===== src/rtl/wt_dcache_drrip_ctrl.sv =====
// DRRIP policy controller and update sequencer for the dcache SRRIP replacement array.
// Define DRRIP_SET_DUEL_EN to enable set dueling (PSEL + BRRIP throttle); otherwise pure SRRIP insertion.
module wt_dcache_drrip_ctrl #(
    parameter int IDX_W      = 8,
    parameter int WAY_W      = 2,
    parameter int HITQ_DEPTH = 4,
    parameter int PSEL_W     = 10,
    parameter int BIP_W      = 5,
    parameter int LEADER_W   = 6
) (
    input  logic             clk_i,
    input  logic             rst_ni,
    input  logic             flush_i,
    input  logic             hit_req_i,
    input  logic [IDX_W-1:0] hit_idx_i,
    input  logic [WAY_W-1:0] hit_way_i,
    input  logic             miss_req_i,
    input  logic [IDX_W-1:0] miss_idx_i,
    input  logic [WAY_W-1:0] srrip_way_i,
    output logic             srrip_hit_o,
    output logic [IDX_W-1:0] srrip_hit_idx_o,
    output logic [WAY_W-1:0] srrip_hit_way_o,
    output logic             srrip_miss_o,
    output logic [IDX_W-1:0] srrip_miss_idx_o,
    output logic [1:0]       pred_result_o,
    output logic             hit_drop_o,
    output logic             policy_o,
    output logic [PSEL_W-1:0] psel_o
);
    localparam int AW = $clog2(HITQ_DEPTH);
    localparam int PW = AW + 1;
    localparam logic [PSEL_W-1:0] PSEL_INIT = {1'b1, {(PSEL_W-1){1'b0}}};

    logic [IDX_W-1:0]      q_idx [HITQ_DEPTH];
    logic [WAY_W-1:0]      q_way [HITQ_DEPTH];
    logic [HITQ_DEPTH-1:0] q_valid_reg, q_valid_next;
    logic [PW-1:0]         wr_ptr_reg, rd_ptr_reg;
    logic [AW-1:0]         wr_addr, rd_addr;
    logic                  empty, full, head_valid, bypass, pop, push, collide, hit_live;
    logic [HITQ_DEPTH-1:0] squash;

    assign wr_addr    = wr_ptr_reg[AW-1:0];
    assign rd_addr    = rd_ptr_reg[AW-1:0];
    assign empty      = (wr_ptr_reg == rd_ptr_reg);
    assign full       = (wr_ptr_reg[AW] != rd_ptr_reg[AW]) && (wr_addr == rd_addr);
    assign head_valid = q_valid_reg[rd_addr];
    assign bypass     = empty && !miss_req_i;

    // A squashed head is only skipped once its valid bit has been cleared, so misses can retire it too.
    assign pop      = !flush_i && !empty && (!miss_req_i || !head_valid);
    assign collide  = miss_req_i && (hit_idx_i == miss_idx_i) && (hit_way_i == srrip_way_i);
    assign hit_live = !flush_i && hit_req_i && !bypass && !collide;
    assign push     = hit_live && (!full || pop);

    assign hit_drop_o      = hit_live && full && !pop;
    assign srrip_hit_o     = !flush_i && !miss_req_i && (empty ? hit_req_i : head_valid);
    assign srrip_hit_idx_o = empty ? hit_idx_i : q_idx[rd_addr];
    assign srrip_hit_way_o = empty ? hit_way_i : q_way[rd_addr];
    assign srrip_miss_o     = miss_req_i && !flush_i;
    assign srrip_miss_idx_o = miss_idx_i;

    for (genvar gi = 0; gi < HITQ_DEPTH; gi++) begin : g_entry
        assign squash[gi] = miss_req_i && q_valid_reg[gi] &&
                            (q_idx[gi] == miss_idx_i) && (q_way[gi] == srrip_way_i);
        assign q_valid_next[gi] = flush_i ? 1'b0 :
                                  (push && (wr_addr == AW'(gi))) ? 1'b1 :
                                  (q_valid_reg[gi] && !squash[gi]);
    end

    always_ff @(posedge clk_i) begin
        if (push) begin
            q_idx[wr_addr] <= hit_idx_i;
            q_way[wr_addr] <= hit_way_i;
        end
    end

    always_ff @(posedge clk_i or negedge rst_ni) begin
        if (!rst_ni) begin
            wr_ptr_reg  <= '0;
            rd_ptr_reg  <= '0;
            q_valid_reg <= '0;
        end else begin
            q_valid_reg <= q_valid_next;
            if (flush_i) begin
                wr_ptr_reg <= '0;
                rd_ptr_reg <= '0;
            end else begin
                wr_ptr_reg <= wr_ptr_reg + PW'(push);
                rd_ptr_reg <= rd_ptr_reg + PW'(pop);
            end
        end
    end

`ifdef DRRIP_SET_DUEL_EN
    logic [PSEL_W-1:0] psel_reg, psel_next;
    logic [BIP_W-1:0]  bip_reg, bip_next;
    logic              srrip_leader, brrip_leader, brrip_type;

    assign srrip_leader  = (miss_idx_i[LEADER_W-1:0] == '0);
    assign brrip_leader  = (miss_idx_i[LEADER_W-1:0] == '1);
    assign policy_o      = psel_reg[PSEL_W-1];
    assign psel_o        = psel_reg;
    assign brrip_type    = brrip_leader || (!srrip_leader && policy_o);
    assign pred_result_o = (brrip_type && (bip_reg != '0)) ? 2'd0 : 2'd2;

    always_comb begin
        psel_next = psel_reg;
        bip_next  = bip_reg;
        if (flush_i) begin
            psel_next = PSEL_INIT;
            bip_next  = '0;
        end else if (miss_req_i) begin
            if (brrip_type)
                bip_next = bip_reg + 1'b1;
            if (srrip_leader && (psel_reg != '1))
                psel_next = psel_reg + 1'b1;
            else if (brrip_leader && (psel_reg != '0))
                psel_next = psel_reg - 1'b1;
        end
    end

    always_ff @(posedge clk_i or negedge rst_ni) begin
        if (!rst_ni) begin
            psel_reg <= PSEL_INIT;
            bip_reg  <= '0;
        end else begin
            psel_reg <= psel_next;
            bip_reg  <= bip_next;
        end
    end
`else
    assign psel_o        = PSEL_INIT;
    assign policy_o      = 1'b0;
    assign pred_result_o = 2'd2;
`endif

endmodule


===== config.mk =====
export PLATFORM = sky130hd
export DESIGN_NAME = wt_dcache_drrip_ctrl
export DESIGN_NICKNAME = d
export VERILOG_FILES = /design/src/rtl/wt_dcache_drrip_ctrl.sv
export SDC_FILE = /design/constraint.sdc
export NUM_CORES = 1
export LEC_CHECK = 0
export CORE_UTILIZATION = 49
export CTS_CLUSTER_SIZE = 25
export DETAILED_ROUTE_END_ITERATION = 12
export PLACE_DENSITY = 0.77
export SYNTH_ARGS = -nofsm -noshare
export SYNTH_HDL_FRONTEND = slang
export SYNTH_SLANG_ARGS = --single-unit

===== constraint.sdc =====
create_clock -name clk_i -period 7.2 [get_ports clk_i]
set_clock_uncertainty 0.15 [all_clocks]
set_input_delay 0.72 -clock clk_i [delete_from_list [all_inputs] [get_ports clk_i]]
set_output_delay 0.72 -clock clk_i [all_outputs]
set_load 0.005 [all_outputs]

==> metrics <==
Port Buffers 45; ant diodes 0; Synth area leader edfxtp_1; Mean Syn Cell Area 13.42 um^2; Die Y 79.63 um; first-pass GRT wire length about 9400 um; Max VDD drop between 0.1 and 0.15 mV; Worst-path clk slew approximately 0.090 ns; DRT antenna net count 0; worst hold path class reg -> reg; filler cell count 447; Worst-Skew Late Latency 0.30 ns; Yosys reg bits 50; RSZ-0062 raised after global routing no; largest cells by area after synthesis edfxtp_1 (41%), xnor2_1 (16%), dfrtp_1 (8.5%); Setup crit start kind input port; area of the core ~5600 um^2; Crit Path Category in -> out; slowest CP cell o311ai_4; CP peak stage delay 0.71 ns; arrival time at the worst endpoint 3.00 ns; vias in the first global route between 1.5k and 2k; number of flip-flops in the largest register 32; cell row count 27; final setup fails 0; CP cell instances clkdlybuf4s50_1 > xnor2_1 > nand4_1 > o311ai_4 > nor4_1 > clkdlybuf4s50_1; cts bufs inserted 5; Util after Layout 61.65%; Max Clk Rate 258.7 MHz; Worst-Margin Slew 1.213 ns; Vias per Instance 5.394; Syn. warnings 0; gr ovfl total 0; setup repair bufs after CTS 0; fin crit share 53.69%; Initial Util a little over half; clk buf depth 2; Sequential Area 1451 um^2; leakage power 1.155 nW; routability cong. ~0.8; Synth cell types 28; DPL Wire Length 4278 um; most frequent CP cell clkdlybuf4s50_1; status finished clean; DRT Wirelength 5951 um; Worst setup EP type output port; clock sink count 50; Chip Width approximately 80 um; top cell type's share of synthesized area between 40% and 50%; Die Area 6341 um^2; sequential share of the synthesized area 49.15%; CP Max Fanout 10; setup_tns 0 ns; total track usage 20.47%; delay-heaviest family, CP buffers and inverters; H-tree Lvls 2; CTS tree done; Rel. slew slack 18.54%; Pwr per Cell Area 205.7 nW/um^2; pins over their slew limit 0; largest net degree at the start of global routing 16; io pins 59; Req. time, crit path about 6.3 ns; Iter 0 DRT Violations roughly 110; Bufs and invs on worst path 2; Clk Tree Root Cell clkbuf_8; area of the multi-input gates roughly 1300 um^2; post-layout net count ~280; vias 1726; Final Hold Vio Count 0; min cycle time layout 3.866 ns; Residual DRC 0; hold bufs inserted after CTS 0; initial antenna violation count 0; share of cells above drive strength 1 ~16%; Pre-antenna DRT Iters 4; Mapped Cells 220; WL per Instance 18.60 um; post-cts resize count 0; Max Cap Viol 0; Mapped Area 2953 um^2; Synth-to-Final Area Change 17.80%
[Yosys cell counts]
master / n
a21oi_1: 1
a21oi_4: 1
and2_1: 1
buf_2: 15
buf_4: 21
clkbuf_1: 2
conb_1: 2
dfrtp_1: 10
edfxtp_1: 40
ha_1: 4
inv_1: 3
mux2_2: 10
mux2i_1: 1
mux4_2: 11
nand2_1: 2
nand2b_1: 1
nand3_1: 6
nand3b_2: 1
nand4_1: 10
nor2_1: 3
nor2b_1: 5
nor3_1: 2
nor4_1: 4
o311ai_0: 4
o311ai_4: 1
o31ai_1: 1
o41ai_2: 3
xnor2_1: 55
[kinds of logic (layout without fill, tap and decap cells)]
kind of cell	Yosys count	after routing	share of synthesized area (%)
other	2	13	0.2543
multiplexers	22	22	12.54
buffers and inverters	41	58	8.517
AO/OA/AOI/OAI	11	11	4.704
XOR/XNOR	55	55	16.31
flip-flops	50	50	49.15
AND/OR/NAND/NOR	35	35	6.822
adder cells (fa/ha/maj)	4	4	1.695
[layout make-up]
type	instances	share of cell area, %
clock buffer	5	1.978
tap	72	2.590
sequential	50	41.73
timing repair buffer	47	13.38
inverter	3	0.3237
multi-input combinational	140	38.17
clock inverter	3	1.835
[per-stage QoR]
step / cells / power, mW / worst slack [ns] / hold slack (ns) / area, um^2
2_1_floorplan: 231 / 0.4363 / 4.304 / 0.2744 / 2994
3_3_place_gp: 312 / 0.4948 / 3.393 / 0.3943 / 3346
3_5_place_dp: 312 / 0.4967 / 3.361 / 0.4052 / 3346
4_1_cts: 320 / 0.7216 / 3.215 / 0.4238 / 3478
5_1_grt: 320 / 0.7468 / 3.020 / 0.4808 / 3478
6_report: 320 / 0.7155 / 3.334 / 0.4217 / 3478
[layer usage]
metal | GRT usage [%] | vias up | wire (um)
met3 | 4.457 | 6 | 282
met5 | 0 | - | 0
met2 | 31.03 | 57 | 2825
li1 | - | 817 | -
met1 | 29.92 | 846 | 2798
met4 | 4.727 | 0 | 45
[layout by cell type, fill, tap and decap left out, types with 2 or more instances in the layout]
master           netlist  layout
inv_1                  3       3
nor4_4                 0       2
nand3_1                6       6
clkdlybuf4s50_1        0      45
ha_1                   4       4
mux4_2                11      11
conb_1                 2      13
bufinv_16              0       2
dfrtp_1               10      10
o41ai_2                3       3
mux2_2                10      10
xnor2_1               55      55
nor2b_1                5       5
edfxtp_1              40      40
o311ai_0               4       4
nand4_1               10      10
clkbuf_8               0       5
nor3_1                 2       2
nand2_1                2       2
buf_4                 21       2
nor2_1                 3       3
[worst min-delay path, stage by stage (launching register included)]
cell	delay, ns
dfrtp_1	0.39
xnor2_1	0.12
nor2_1	0.03
[power breakdown]
group          internal (mW)  leakage (nW)  switching [mW]  total, mW
combinational         0.0886         0.590          0.0665      0.155
sequential             0.320         0.499          0.0138      0.334
clock                  0.137        0.0658          0.0890      0.226
[worst paths after layout]
path	startpoint	end	slack, ns	depth (start not counted)
worst min-delay path	wr_ptr_reg[2]	wr_ptr_reg[2]	0.42	2
max in group asynchronous	rst_ni	q_valid_reg[0]	6.02	1
min in group asynchronous	rst_ni	wr_ptr_reg[2]	0.58	1
worst max register to register	rd_ptr_reg[0]	q_idx[3][7]	3.66	5
worst min register to register	wr_ptr_reg[2]	wr_ptr_reg[2]	0.42	2
worst max-delay path	miss_idx_i[6]	hit_drop_o	3.33	6
Note: power is estimated with default switching activity, not from simulation.
